--- config.mk ---
export PLATFORM = sky130hd
export DESIGN_NAME = huff_code_accum_flat
export DESIGN_NICKNAME = d
export VERILOG_FILES = /design/src/rtl/huff_code_accum_if.sv /design/src/rtl/huff_code_accum.sv /design/src/flat_wrapper.sv
export SDC_FILE = /design/constraint.sdc
export NUM_CORES = 1
export LEC_CHECK = 0
export CAP_MARGIN = 20
export CORE_MARGIN = 4
export CORE_UTILIZATION = 35
export CTS_CLUSTER_DIAMETER = 120
export CTS_CLUSTER_SIZE = 10
export DETAILED_ROUTE_END_ITERATION = 12
export DONT_BUFFER_PORTS = 1
export PLACE_DENSITY = 0.59
export SYNTH_ARGS = -nofsm -noshare
export SYNTH_HDL_FRONTEND = slang
export SYNTH_SLANG_ARGS = --single-unit
--- constraint.sdc ---
create_clock -name clk -period 7.4 [get_ports clk]
set_input_delay 1.11 -clock clk [delete_from_list [all_inputs] [get_ports clk]]
set_output_delay 1.11 -clock clk [all_outputs]
set_load 0.02 [all_outputs]
--- src/rtl/huff_code_accum_if.sv ---
// Bit-serial accumulator bus: code-bit load and decoded-length consume towards the
// accumulator, accumulated bits, count and flags back.
interface huff_code_accum_if #(
  parameter int MAX_CODE = 9,
  parameter int CNT_W    = 4
);
  logic                load;
  logic                in_bit;
  logic                consume;
  logic [CNT_W-1:0]    consume_len;
  logic [MAX_CODE-1:0] bits;
  logic [CNT_W-1:0]    count;
  logic                full;
  logic                overflow;
  logic                in_ready;

  modport master (
    output load, in_bit, consume, consume_len,
    input  bits, count, full, overflow, in_ready
  );

  modport slave (
    input  load, in_bit, consume, consume_len,
    output bits, count, full, overflow, in_ready
  );
endinterface

--- src/rtl/huff_code_accum.sv ---
// Huffman code-bit accumulator: one-cycle load latency, consume applied before load.
// in_ready drops when full unless a non-empty consume frees room; a load while full is dropped and sets overflow.
module huff_code_accum #(
  parameter int MAX_CODE  = 9,
  parameter int CNT_W     = 4,
  parameter int MSB_FIRST = 1
) (
  input  logic            clk,
  input  logic            reset,
  huff_code_accum_if.slave acc
);

  logic [MAX_CODE-1:0] bits_q, bits_d, post_bits;
  logic [CNT_W-1:0]    count_q, count_d, c_post, shamt;
  logic                full_q, full_d;
  logic                ovf_q, ovf_d;
  logic                cons_eff;

  always_comb begin
    cons_eff  = acc.consume && (acc.consume_len != '0);
    c_post    = count_q;
    if (cons_eff) begin
      c_post = (acc.consume_len < count_q) ? (count_q - acc.consume_len) : '0;
    end
    shamt     = count_q - c_post;

    // Oldest bit sits at count-1 (MSB-first) or at bit 0 (LSB-first).
    post_bits = '0;
    if (MSB_FIRST != 0) begin
      for (int i = 0; i < MAX_CODE; i++) begin
        if (i < int'(c_post)) post_bits[i] = bits_q[i];
      end
    end else begin
      post_bits = bits_q >> shamt;
    end

    bits_d  = post_bits;
    count_d = c_post;
    ovf_d   = cons_eff ? 1'b0 : ovf_q;

    if (acc.load) begin
      if (c_post < CNT_W'(MAX_CODE)) begin
        if (MSB_FIRST != 0) begin
          bits_d = {post_bits[MAX_CODE-2:0], acc.in_bit};
        end else begin
          for (int i = 0; i < MAX_CODE; i++) begin
            if (i == int'(c_post)) bits_d[i] = acc.in_bit;
          end
        end
        count_d = c_post + CNT_W'(1);
      end else begin
        ovf_d = 1'b1;
      end
    end

    full_d = (count_d == CNT_W'(MAX_CODE));
  end

  always_ff @(posedge clk or negedge reset) begin
    if (!reset) begin
      bits_q  <= '0;
      count_q <= '0;
      full_q  <= 1'b0;
      ovf_q   <= 1'b0;
    end else begin
      bits_q  <= bits_d;
      count_q <= count_d;
      full_q  <= full_d;
      ovf_q   <= ovf_d;
    end
  end

  assign acc.bits     = bits_q;
  assign acc.count    = count_q;
  assign acc.full     = full_q;
  assign acc.overflow = ovf_q;
  assign acc.in_ready = (count_q < CNT_W'(MAX_CODE)) || cons_eff;

endmodule

--- src/flat_wrapper.sv ---
// flat-port wrapper written by rule: the top's interface ports become plain ports
module huff_code_accum_flat 
#(
  parameter int MAX_CODE  = 9,
  parameter int CNT_W     = 4,
  parameter int MSB_FIRST = 1
)
  (clk, reset, acc_load, acc_in_bit, acc_consume, acc_consume_len, acc_bits, acc_count, acc_full, acc_overflow, acc_in_ready);
  huff_code_accum_if #(.MAX_CODE(MAX_CODE), .CNT_W(CNT_W)) acc_i ();
  input  logic clk;
  input  logic reset;
  input wire logic [$bits(acc_i.load)-1:0] acc_load;
  input wire logic [$bits(acc_i.in_bit)-1:0] acc_in_bit;
  input wire logic [$bits(acc_i.consume)-1:0] acc_consume;
  input wire logic [$bits(acc_i.consume_len)-1:0] acc_consume_len;
  output wire logic [$bits(acc_i.bits)-1:0] acc_bits;
  output wire logic [$bits(acc_i.count)-1:0] acc_count;
  output wire logic [$bits(acc_i.full)-1:0] acc_full;
  output wire logic [$bits(acc_i.overflow)-1:0] acc_overflow;
  output wire logic [$bits(acc_i.in_ready)-1:0] acc_in_ready;
  assign acc_i.load = acc_load;
  assign acc_i.in_bit = acc_in_bit;
  assign acc_i.consume = acc_consume;
  assign acc_i.consume_len = acc_consume_len;
  assign acc_bits = acc_i.bits;
  assign acc_count = acc_i.count;
  assign acc_full = acc_i.full;
  assign acc_overflow = acc_i.overflow;
  assign acc_in_ready = acc_i.in_ready;
  huff_code_accum #(.MAX_CODE(MAX_CODE), .CNT_W(CNT_W), .MSB_FIRST(MSB_FIRST)) u_core (.clk(clk), .reset(reset), .acc(acc_i));
endmodule
==> results.cfg <==
[clocking]
clock-sinks = 15
htreeDepth = 1
cts_setup_buffers = 0
clk_latency_ns = 0.28
cts_hold_buf = 0
ctsResizeCount = 0
cts_tree = built
clk_pin_slew_ns = 0.09
cts-buffers-inserted = 3
clock_path_buffers = 2
cts_root_buf = clkbuf_4

[sta]
worst_slew_pin_slew_ns = 1.14
rsz0062_at_grt = false
drv_slew = 0
hold_viol = 0
final.min_clock_period_ns = 3.78
max_freq_mhz = 265
period_share = 0.510
skew_ns = 0.000718
tns_ns = 0
finalSetupViolations = 0
relSlewSlack = 0.229

[placement]
dp_hpwl_mm = 1.77
portBuffers = 0
gp_congestion = 0.746

[floorplanning]
die_w_um = 63.3
initial_utilization = 0.378
io_pins = 25
core_area_sq_um = 2830
die_y_um = 63.3
dieArea_sq_um = 4000
row_count = 19

[worst_setup_path]
critPathMaxStageDelay_ns = 0.56
critPathLaunchType = input port
critical_path_arrival_ns = 3.96
critPathKind = in2reg
critPathSlowestCell = o21a_1
crit_chain = ha_1 -> inv_1 -> fa_1 -> a21o_4 -> o211ai_4 -> o21ai_2 -> inv_1 -> ha_1 -> o311a_1 -> o21a_1 -> mux2_4 -> and3b_1
crit_fanout = 16
cp.required_ns = 7.58
path_delay_family = compound AO/OA/AOI/OAI gates
cp_num_buf_inv = 2
setup.worst_path.end_class = flop

[logic_synthesis]
yosysWarnings = 0
synth.avg_cell_area_sq_um = 10.1
synth.area.top_cells = dfrtp_1 35%, ha_1 9.4%, mux2i_1 4.7%, o21ai_0 4.2%, nand2_1 3.9%
synth_seq_cells = 15
synth.largest_area_cell = dfrtp_1
synthesis.area_sq_um = 1070
yosysTopAreaCellShare = 0.351
synth_edf_count = 0
async_reset_ff_frac = 1.00
synth_flop_cell = dfrtp_1
synth_fp_nets = 124
synthDistinctLibCells = 37
synthCells = 106
synth-seq-area-share = 0.351

[detailed_routing]
wire_per_inst_um = 15.9
drt_wl_total_mm = 2.20
vias = 781
ant_nets = 0
dr.first_iter.drc_count = 21
drt_first_pass_iters = 4
drc = 0
viasPerCell = 5.66

[cells_and_area]
drive_above_1_share = 0.131
nets = 126
antenna_cells = 0
area_delta_synth_final_pct = 3.51
fillers = 289

[global_route]
grt_pass1_vias = 841
track_usage = 0.116
grt_antenna_before_repair = 0
grt_pass1_wl_mm = 3.75
grt_remaining_overflow = 0
grt_max_degree = 17

[power_and_ir_drop]
power.total_uw = 409
irDropWorstVdd_mv = 0.149
p_per_area_nw_per_um2 = 369
p_leak_uw = 0.000527

[run_status]
outcome = completed

[worst_hold_path]
hp-class = in2async

[run]
drv_cap = 0
cell families after synthesis:
family,count (synthesis),synth area share
compound gates,33,0.267
xor+xnor,2,0.0164
buf+inv,13,0.0608
fa+ha+maj,9,0.112
mux,7,0.0713
flops,15,0.351
simple gates,27,0.122
worst reg2reg max path: stages, from the launching register on:
cell and delay [ns]:
dfrtp_1 0.51, inv_1 0.08, ha_1 0.22, inv_1 0.07
fa_1 0.23, a21o_4 0.15, a21oi_1 0.06, o31ai_1 0.60
inv_1 0.21, ha_1 0.25, o311a_1 0.12, o21a_1 0.42
mux2_4 0.39, and3b_1 0.17
registers in the layout, indices dropped and copies added (netlist names):
name / flops
u_core.acc.bits: 9
u_core.acc.full: 1
u_core.acc.overflow: 1
u_core.acc.count: 4
routing by layer:
metal | part of all wire | global-route usage | vias to the layer above | routed length, um
met3 | 0.078 | 0.0320 | 4 | 172
met5 | 0 | 0 | - | 0
met2 | 0.48 | 0.186 | 20 | 1060
li1 | - | - | 383 | -
met1 | 0.42 | 0.142 | 374 | 929
met4 | 0.015 | 0.0566 | 0 | 34
per-stage QoR:
step / instance area (sq um) / std cells / hold WS, ns / setup slack (ns) / util
final: 1110 / 138 / 0.509 / 3.62 / 0.391
after global routing: 1110 / 138 / 0.490 / 3.42 / 0.391
after CTS: 1110 / 138 / 0.501 / 3.60 / 0.391
after detailed placement: 1080 / 134 / 0.635 / 3.30 / 0.382
after global placement: 1080 / 134 / 0.631 / 3.38 / 0.382
after floorplan: 1070 / 106 / 0.581 / 3.84 / -
layout by cell type (no fill, tap or decap), drive strengths merged:
cell type and instances:
clkbuf 4, nor2 5, nand2b 1, o31ai 3, a21oi 4, nand3 1, o311a 1, o21ai 10
o41ai 2, mux2 2, inv 10, dfrtp 15, o21bai 1, o311ai 1, and3b 2, nand2 11
mux2i 5, a31oi 1, a21o 2, and2 2, nand4 1, ha 8, o21a 3, nor3 2
fa 1, o211ai 2, o41a 1, a31o 1, or2 2, xnor2 2, o31a 1
cell usage after synthesis (2+ instances only):
master	number
a21oi_1	4
and2_1	2
and3b_1	2
buf_6	2
dfrtp_1	15
ha_1	8
inv_1	10
mux2i_1	5
nand2_1	11
nor2_1	5
nor3_1	2
o21a_1	3
o21ai_0	9
o31ai_1	3
or2_2	2
xnor2_1	2
path summary, 6_finish.rpt:
path,from,end,slack [ns],cells past startpoint
min reg2reg,u_core.acc.overflow$_DFF_PN0_,u_core.acc.overflow$_DFF_PN0_,0.64,2
max,acc_consume_len[0],u_core.acc.full$_DFF_PN0_,3.62,12
max reg2reg,u_core.acc.count[0]$_DFF_PN0_,u_core.acc.full$_DFF_PN0_,3.82,13
min in group clk,u_core.acc.overflow$_DFF_PN0_,u_core.acc.overflow$_DFF_PN0_,0.64,2
min,reset,u_core.acc.bits[6]$_DFF_PN0_,0.51,0
max in group asynchronous,reset,u_core.acc.bits[1]$_DFF_PN0_,6.82,0
power by group:
part           internal, uW  switching (uW)
logic                  92.6             126
clock network          21.0            25.8
registers              99.5            43.7
layout make-up:
class | count | area (sq um) | share of cell area
Sequential cell | 15 | 375 | 0.339
Clock buffer | 4 | 26.3 | 0.0237
Tap cell | 31 | 38.8 | 0.0350
Multi-Input combinational cell | 78 | 629 | 0.568
Inverter | 10 | 37.5 | 0.0339
(Power assumes the default switching activity.)
